--- src/rtl/xvk_fifo_pkg.sv ---
// xvk_fifo_pkg: shared width helpers and RAM style constants for the FIFO family
package xvk_fifo_pkg;
  localparam RAM_DISTRIBUTED = "DISTRIBUTED";
  localparam RAM_BLOCK = "BLOCK";
  localparam RAM_ULTRA = "ULTRA";
  function automatic int chw(input int n);
    return (n > 1) ? $clog2(n) : 1;
  endfunction
  function automatic int cw(input int depth);
    return $clog2(depth) + 1;
  endfunction
endpackage

--- src/rtl/xvk_mc_fifo_if.sv ---
// xvk_mc_fifo_if: write, read, control and status bundle of the multi-channel FIFO
interface xvk_mc_fifo_if import xvk_fifo_pkg::*; #(
  parameter int WIDTH = 16,
  parameter int DEPTH = 32,
  parameter int NUM_CH = 4
);
  localparam int CHW = chw(NUM_CH);
  localparam int CW = cw(DEPTH);
  logic wr_en;
  logic [CHW-1:0] wr_ch;
  logic [WIDTH-1:0] din;
  logic rd_en;
  logic [CHW-1:0] rd_ch;
  logic [WIDTH-1:0] dout;
  logic dout_vld;
  logic [CHW-1:0] dout_ch;
  logic [NUM_CH-1:0] flush;
  logic err_clr;
  logic [NUM_CH-1:0] full, empty, prog_full;
  logic [NUM_CH*CW-1:0] count;
  logic [NUM_CH-1:0] overflow, underflow;
  modport master (
    output wr_en, wr_ch, din, rd_en, rd_ch, flush, err_clr,
    input dout, dout_vld, dout_ch, full, empty, prog_full, count, overflow, underflow
  );
  modport slave (
    input wr_en, wr_ch, din, rd_en, rd_ch, flush, err_clr,
    output dout, dout_vld, dout_ch, full, empty, prog_full, count, overflow, underflow
  );
endinterface

--- src/rtl/xvk_sdp_ram.sv ---
// xvk_sdp_ram: simple dual-port RAM with registered read; the read register resets, the array does not
module xvk_sdp_ram import xvk_fifo_pkg::*; #(
  parameter int WIDTH = 16,
  parameter int AW = 7,
  parameter RAM_TYPE = RAM_BLOCK
) (
  input  logic clk,
  input  logic rst,
  input  logic we,
  input  logic [AW-1:0] waddr,
  input  logic [WIDTH-1:0] wdata,
  input  logic re,
  input  logic [AW-1:0] raddr,
  output logic [WIDTH-1:0] rdata
);
  if (RAM_TYPE == RAM_ULTRA) begin : g_ultra
    (* ram_style = "ultra" *) logic [WIDTH-1:0] mem [0:(1<<AW)-1];
    always_ff @(posedge clk) begin
      if (we) mem[waddr] <= wdata;
      if (rst) rdata <= '0;
      else if (re) rdata <= mem[raddr];
    end
  end else if (RAM_TYPE == RAM_DISTRIBUTED) begin : g_dist
    (* ram_style = "distributed" *) logic [WIDTH-1:0] mem [0:(1<<AW)-1];
    always_ff @(posedge clk) begin
      if (we) mem[waddr] <= wdata;
      if (rst) rdata <= '0;
      else if (re) rdata <= mem[raddr];
    end
  end else begin : g_block
    (* ram_style = "block" *) logic [WIDTH-1:0] mem [0:(1<<AW)-1];
    always_ff @(posedge clk) begin
      if (we) mem[waddr] <= wdata;
      if (rst) rdata <= '0;
      else if (re) rdata <= mem[raddr];
    end
  end
endmodule

--- src/rtl/xvk_mc_fifo.sv ---
// xvk_mc_fifo: NUM_CH independent FIFOs sharing one RAM addressed {channel, pointer}
module xvk_mc_fifo import xvk_fifo_pkg::*; #(
  parameter int WIDTH = 16,
  parameter int DEPTH = 32,
  parameter int NUM_CH = 4,
  parameter int PROG_FULL = 30,
  parameter RAM_TYPE = RAM_BLOCK
) (
  input logic clk,
  input logic rst,
  xvk_mc_fifo_if.slave bus
);
  localparam int CHW = chw(NUM_CH);
  localparam int CW = cw(DEPTH);
  localparam int PW = $clog2(DEPTH);
  localparam logic [CW-1:0] DEPTH_C = CW'(DEPTH);
  localparam logic [CW-1:0] PF_C = CW'(PROG_FULL);
  if (DEPTH < 2 || (DEPTH & (DEPTH - 1)) != 0) begin : g_bad_depth
    $fatal(1, "xvk_mc_fifo: DEPTH must be a power of two >= 2");
  end
  if (PROG_FULL < 1 || PROG_FULL > DEPTH) begin : g_bad_prog_full
    $fatal(1, "xvk_mc_fifo: PROG_FULL must be within 1..DEPTH");
  end
  logic [NUM_CH-1:0][PW-1:0] wr_ptr, rd_ptr;
  logic [NUM_CH-1:0][CW-1:0] cnt;
  logic [NUM_CH-1:0] wr_hit, rd_hit, ovf_set, udf_set;
  logic wr_ok, rd_ok;
  logic [WIDTH-1:0] rdata;
  // flags are masked while in reset so the status looks cleared before the first edge
  always_comb begin
    bus.empty = '0;
    bus.full = '0;
    bus.prog_full = '0;
    for (int c = 0; c < NUM_CH; c++) begin
      bus.empty[c] = rst || cnt[c] == '0;
      bus.full[c] = !rst && cnt[c] == DEPTH_C;
      bus.prog_full[c] = !rst && cnt[c] >= PF_C;
    end
  end
  assign bus.count = cnt;
  assign bus.dout = rdata;
  assign wr_ok = !rst && bus.wr_en && !bus.full[bus.wr_ch] && !bus.flush[bus.wr_ch];
  assign rd_ok = !rst && bus.rd_en && !bus.empty[bus.rd_ch] && !bus.flush[bus.rd_ch];
  assign wr_hit = wr_ok ? NUM_CH'(1) << bus.wr_ch : '0;
  assign rd_hit = rd_ok ? NUM_CH'(1) << bus.rd_ch : '0;
  assign ovf_set = (bus.wr_en && bus.full[bus.wr_ch] && !bus.flush[bus.wr_ch]) ? NUM_CH'(1) << bus.wr_ch : '0;
  assign udf_set = (!rst && bus.rd_en && bus.empty[bus.rd_ch] && !bus.flush[bus.rd_ch]) ? NUM_CH'(1) << bus.rd_ch : '0;
  always_ff @(posedge clk) begin
    if (rst) begin
      wr_ptr <= '0;
      rd_ptr <= '0;
      cnt <= '0;
      bus.dout_vld <= 1'b0;
      bus.dout_ch <= '0;
      bus.overflow <= '0;
      bus.underflow <= '0;
    end else begin
      for (int c = 0; c < NUM_CH; c++) begin
        if (bus.flush[c]) begin
          wr_ptr[c] <= '0;
          rd_ptr[c] <= '0;
          cnt[c] <= '0;
        end else begin
          wr_ptr[c] <= wr_ptr[c] + PW'(wr_hit[c]);
          rd_ptr[c] <= rd_ptr[c] + PW'(rd_hit[c]);
          cnt[c] <= cnt[c] + CW'(wr_hit[c]) - CW'(rd_hit[c]);
        end
      end
      bus.dout_vld <= rd_ok;
      if (rd_ok) bus.dout_ch <= bus.rd_ch;
      bus.overflow <= (bus.err_clr ? '0 : bus.overflow) | ovf_set;
      bus.underflow <= (bus.err_clr ? '0 : bus.underflow) | udf_set;
    end
  end
  xvk_sdp_ram #(.WIDTH(WIDTH), .AW(CHW + PW), .RAM_TYPE(RAM_TYPE)) u_ram (
    .clk(clk),
    .rst(rst),
    .we(wr_ok),
    .waddr({bus.wr_ch, wr_ptr[bus.wr_ch]}),
    .wdata(bus.din),
    .re(rd_ok),
    .raddr({bus.rd_ch, rd_ptr[bus.rd_ch]}),
    .rdata(rdata)
  );
endmodule

--- src/flat_wrapper.sv ---
// flat-port wrapper written by rule: the top's interface ports become plain ports
module xvk_mc_fifo_flat import xvk_fifo_pkg::*;
#(
  parameter int WIDTH = 16,
  parameter int DEPTH = 32,
  parameter int NUM_CH = 4,
  parameter int PROG_FULL = 30,
  parameter RAM_TYPE = RAM_BLOCK
)
  (clk, rst, bus_wr_en, bus_wr_ch, bus_din, bus_rd_en, bus_rd_ch, bus_flush, bus_err_clr, bus_dout, bus_dout_vld, bus_dout_ch, bus_full, bus_empty, bus_prog_full, bus_count, bus_overflow, bus_underflow);
  xvk_mc_fifo_if #(.WIDTH(WIDTH), .DEPTH(DEPTH), .NUM_CH(NUM_CH)) bus_i ();
  input logic clk;
  input logic rst;
  input wire logic [$bits(bus_i.wr_en)-1:0] bus_wr_en;
  input wire logic [$bits(bus_i.wr_ch)-1:0] bus_wr_ch;
  input wire logic [$bits(bus_i.din)-1:0] bus_din;
  input wire logic [$bits(bus_i.rd_en)-1:0] bus_rd_en;
  input wire logic [$bits(bus_i.rd_ch)-1:0] bus_rd_ch;
  input wire logic [$bits(bus_i.flush)-1:0] bus_flush;
  input wire logic [$bits(bus_i.err_clr)-1:0] bus_err_clr;
  output wire logic [$bits(bus_i.dout)-1:0] bus_dout;
  output wire logic [$bits(bus_i.dout_vld)-1:0] bus_dout_vld;
  output wire logic [$bits(bus_i.dout_ch)-1:0] bus_dout_ch;
  output wire logic [$bits(bus_i.full)-1:0] bus_full;
  output wire logic [$bits(bus_i.empty)-1:0] bus_empty;
  output wire logic [$bits(bus_i.prog_full)-1:0] bus_prog_full;
  output wire logic [$bits(bus_i.count)-1:0] bus_count;
  output wire logic [$bits(bus_i.overflow)-1:0] bus_overflow;
  output wire logic [$bits(bus_i.underflow)-1:0] bus_underflow;
  assign bus_i.wr_en = bus_wr_en;
  assign bus_i.wr_ch = bus_wr_ch;
  assign bus_i.din = bus_din;
  assign bus_i.rd_en = bus_rd_en;
  assign bus_i.rd_ch = bus_rd_ch;
  assign bus_i.flush = bus_flush;
  assign bus_i.err_clr = bus_err_clr;
  assign bus_dout = bus_i.dout;
  assign bus_dout_vld = bus_i.dout_vld;
  assign bus_dout_ch = bus_i.dout_ch;
  assign bus_full = bus_i.full;
  assign bus_empty = bus_i.empty;
  assign bus_prog_full = bus_i.prog_full;
  assign bus_count = bus_i.count;
  assign bus_overflow = bus_i.overflow;
  assign bus_underflow = bus_i.underflow;
  xvk_mc_fifo #(.WIDTH(WIDTH), .DEPTH(DEPTH), .NUM_CH(NUM_CH), .PROG_FULL(PROG_FULL), .RAM_TYPE(RAM_TYPE)) u_core (.clk(clk), .rst(rst), .bus(bus_i));
endmodule
--- config.mk ---
export PLATFORM = sky130hd
export DESIGN_NAME = xvk_mc_fifo_flat
export DESIGN_NICKNAME = d
export VERILOG_FILES = /design/src/rtl/xvk_fifo_pkg.sv /design/src/rtl/xvk_mc_fifo_if.sv /design/src/rtl/xvk_sdp_ram.sv /design/src/rtl/xvk_mc_fifo.sv /design/src/flat_wrapper.sv
export SDC_FILE = /design/constraint.sdc
export NUM_CORES = 2
export LEC_CHECK = 0
export CORE_MARGIN = 3
export CORE_UTILIZATION = 35
export CTS_BUF_LIST = sky130_fd_sc_hd__clkbuf_4
export DETAILED_ROUTE_END_ITERATION = 10
export PLACE_DENSITY = 0.51
export SETUP_SLACK_MARGIN = 0.3
export SLEW_MARGIN = 20
export SYNTH_ARGS = -nofsm -noshare
export SYNTH_HDL_FRONTEND = slang
export SYNTH_SLANG_ARGS = --single-unit
--- constraint.sdc ---
create_clock -name clk -period 4.3 [get_ports clk]
set_input_delay 1.075 -clock clk [delete_from_list [all_inputs] [get_ports clk]]
set_output_delay 1.075 -clock clk [all_outputs]
set_load 0.01 [all_outputs]
==> impl_metrics.yaml <==
status:
  run_status: "complete, no violations"
worst_setup_path:
  crit_path_max_fanout: 42
  end_kind: "register"
  start_kind: "register"
  cp.required_ps: 5480
  crit_type: "register to register"
  arrival_ps: 4990
routing:
  ant_nets: 0
  vias: 49763
  drt_iter0_markers: 4556
  wirelength_um: 250000
  dr.pass1.iters: 5
  wire_per_inst_um: 26.0
  drc: 0
  avgViaCountPerCell: 5.18
synthesis:
  synth_common_cells: "edfxtp_1 (2,048), mux2i_1 (664), nand2_1 (448)"
  synth_seq_area_share_pct: 74.1
  synth_cells: 4993
  synthTopCellsByArea: "edfxtp_1 (72%), mux2i_1 (7.8%), mux4_2 (4.0%), dfxtp_1 (2.1%), nand2_1 (2.0%)"
  synth_top_area_share_pct: 72.0
  ys_async_sr_fraction_pct: 0
  synth-seq-cells: 2139
  yosysTopAreaCell: "edfxtp_1"
  syn_avg_cell_area_um2: 17.1
  netlist_area_um2: 85500
  post-synth-top-count-cell: "edfxtp_1"
  synth-edff-count: 2048
  postSynthNetCount: 5086
  netlist-cell-type-count: 78
  yosysWarnings: 0
  synth_flop_cell: "edfxtp_1"
flow_run:
  drv_cap: 0
sta:
  maxSlewViolCount: 0
  period_share_pct: 88.6
  fin_crit_ps: 3810
  rsz0062_at_grt: "false"
  worst_hold_slack_ps: 216
  setup_violations: 0
  hold_viol: 0
  fmax_ghz: 0.263
  worst_pin_slew_ps: 1100
  relSlewSlack_pct: 26.1
  finClkSkew_ps: 147
cts:
  htree_levels: 6
  cts_buffer_depth: 4
  clock-sinks: 2139
  clk_latency_ps: 1360
  cts_hold_buf: 0
  cts_tree: "done"
  clk_pin_slew_ps: 70
  clock-root-buffer: "clkbuf_4"
  cts_buffers: 590
finish:
  num-fill-cells: 21742
  multiInputGateArea_um2: 20600
  drive_above_1_share_pct: 28.0
  nets: 6113
  area_delta_synth_final_pct: 20.9
  stdcell_count: 9605
  register_area_um2: 63300
floorplan:
  die_h_um: 500
  die-area_um2: 250000
  num_rows: 180
  die_w_um: 500
  ios: 92
  coreArea_um2: 242000
  start_util_pct: 35.4
pwr:
  powerDensity_nw_per_um2: 402
  p_sw_mw: 8.82
  pwr-share-seq_pct: 54.9
  ir_drop_v: 0.000199
  intPower_mw: 32.7
  clock_power_share_pct: 43.4
  switching_share_pct: 21.2
  leakage_nw: 33.8
  pwr-share-comb_pct: 1.7
placed_design:
  dp_hpwl_um: 159000
  place_inst: 8610
  port_buffers: 91
  gp_congestion: 0.827
global_routing:
  grt_max_degree: 84
  grt.total_usage_pct: 19.8
  overflow: 0
  grt_pass1_wl_um: 360000
  grt_pass1_vias: 50867
  antenna_found_initial: 23
hold_path:
  min_path_type: "input port to register"
==> critical path: stages (launching register included) <==
cell	delay (ps)
dfxtp_1	480
mux4_4	410
buf_4	220
buf_12	290
buf_12	310
mux4_2	610
nand4_1	150
nand3_1	90
nor4_1	830
a311oi_1	210
==> flip-flops by register name, summed over array words and instances, names as in the netlist <==
name	count
u_core.bus.dout_ch	2
u_core.bus.overflow	4
u_core.bus.count	24
u_core.bus.dout_vld	1
u_core.u_ram.g_block.mem	2048
u_core.u_ram.rdata	16
u_core.rd_ptr	20
u_core.bus.underflow	4
u_core.wr_ptr	20
==> metal layers <==
layer / share of wire [%] / track usage [%] / vias to the layer above
li1: - / - / 22145
met1: 43 / 27.0 / 25415
met2: 48 / 31.7 / 1816
met3: 6.5 / 4.00 / 377
met4: 2.5 / 6.43 / 10
met5: 0.028 / 0 / -
==> cell families after synthesis <==
family	synth area share, %
flops	74.1
fa+ha+maj	0.972
compound gates	4.88
xor+xnor	0.410
buf+inv	1.98
mux	12.2
simple gates	5.50
==> area by class of cell <==
cell class | instances | area share, %
flip-flops and latches | 2139 | 61.3
multi-input cells | 2546 | 20.0
clock inverters | 103 | 0.631
diodes | 13 | 0.0315
clock buffers | 876 | 6.36
inverters | 37 | 0.139
well taps | 3185 | 3.86
repair buffers | 706 | 7.73
==> placed cells by master, fill, tap and decap left out, types with 25 or more instances in the layout <==
cell	Yosys	final
edfxtp_1	2048	2048
clkbuf_4	0	876
mux2i_1	664	664
nand2_1	448	448
buf_4	40	430
nor2_1	235	222
buf_12	2	201
mux4_2	152	149
a211oi_1	100	100
nor2b_1	95	93
a21oi_1	91	84
dfxtp_1	91	84
nand3_1	81	81
clkinv_1	0	68
a22oi_1	67	67
clkdlybuf4s50_1	0	65
ha_1	60	57
o22ai_1	53	53
a31oi_1	48	48
a32oi_1	40	40
and2_1	38	37
inv_1	36	36
nor4_1	26	26
mux2_2	27	25
==> power groups by stage <==
stage / sequential, mW / combinational [mW] / clock (mW)
detailed placement: 23.3 / 0.724 / 0
finish: 22.8 / 0.707 / 18.0
global route: 22.8 / 0.760 / 19.8
floorplan: 23.3 / 0.112 / 0
CTS: 22.8 / 0.725 / 18.6
global placement: 23.3 / 0.711 / 0
==> what timing repair did <==
item	4_1_cts	5_1_grt
gates resized for setup	17	1
endpoints found under the setup margin	10	1
buffers inserted	2	0
pin swaps	2	0
==> metrics by stage <==
| stage | TNS (ps) | cell area [um^2] | worst slack (ps) | utilization (%) | total power, mW |
|---|---|---|---|---|---|
| 2_1_floorplan | 0 | 85600 | 70.6 | - | 23.4 |
| 3_3_place_gp | -8650 | 96000 | -594 | 39.7 | 24.0 |
| 3_5_place_dp | -11060 | 96000 | -599 | 39.7 | 24.0 |
| 4_1_cts | 0 | 103000 | 309 | 42.7 | 42.1 |
| 5_1_grt | 0 | 103000 | 299 | 42.7 | 43.3 |
| 6_report | 0 | 103000 | 491 | 42.8 | 41.5 |
==> final timing paths <==
check	cells past startpoint	startpoint	slack [ps]	endpoint
hold / removal	1	bus_din[2]	220	u_core.u_ram.g_block.mem[98][2]
setup reg to reg	9	u_core.rd_ptr[0]	490	u_core.u_ram.rdata[13]
setup / recovery	9	u_core.rd_ptr[0]	490	u_core.u_ram.rdata[13]
hold reg to reg	2	u_core.bus.dout_ch[1]	490	u_core.bus.dout_ch[1]
Power figures use the tool's default switching activity.
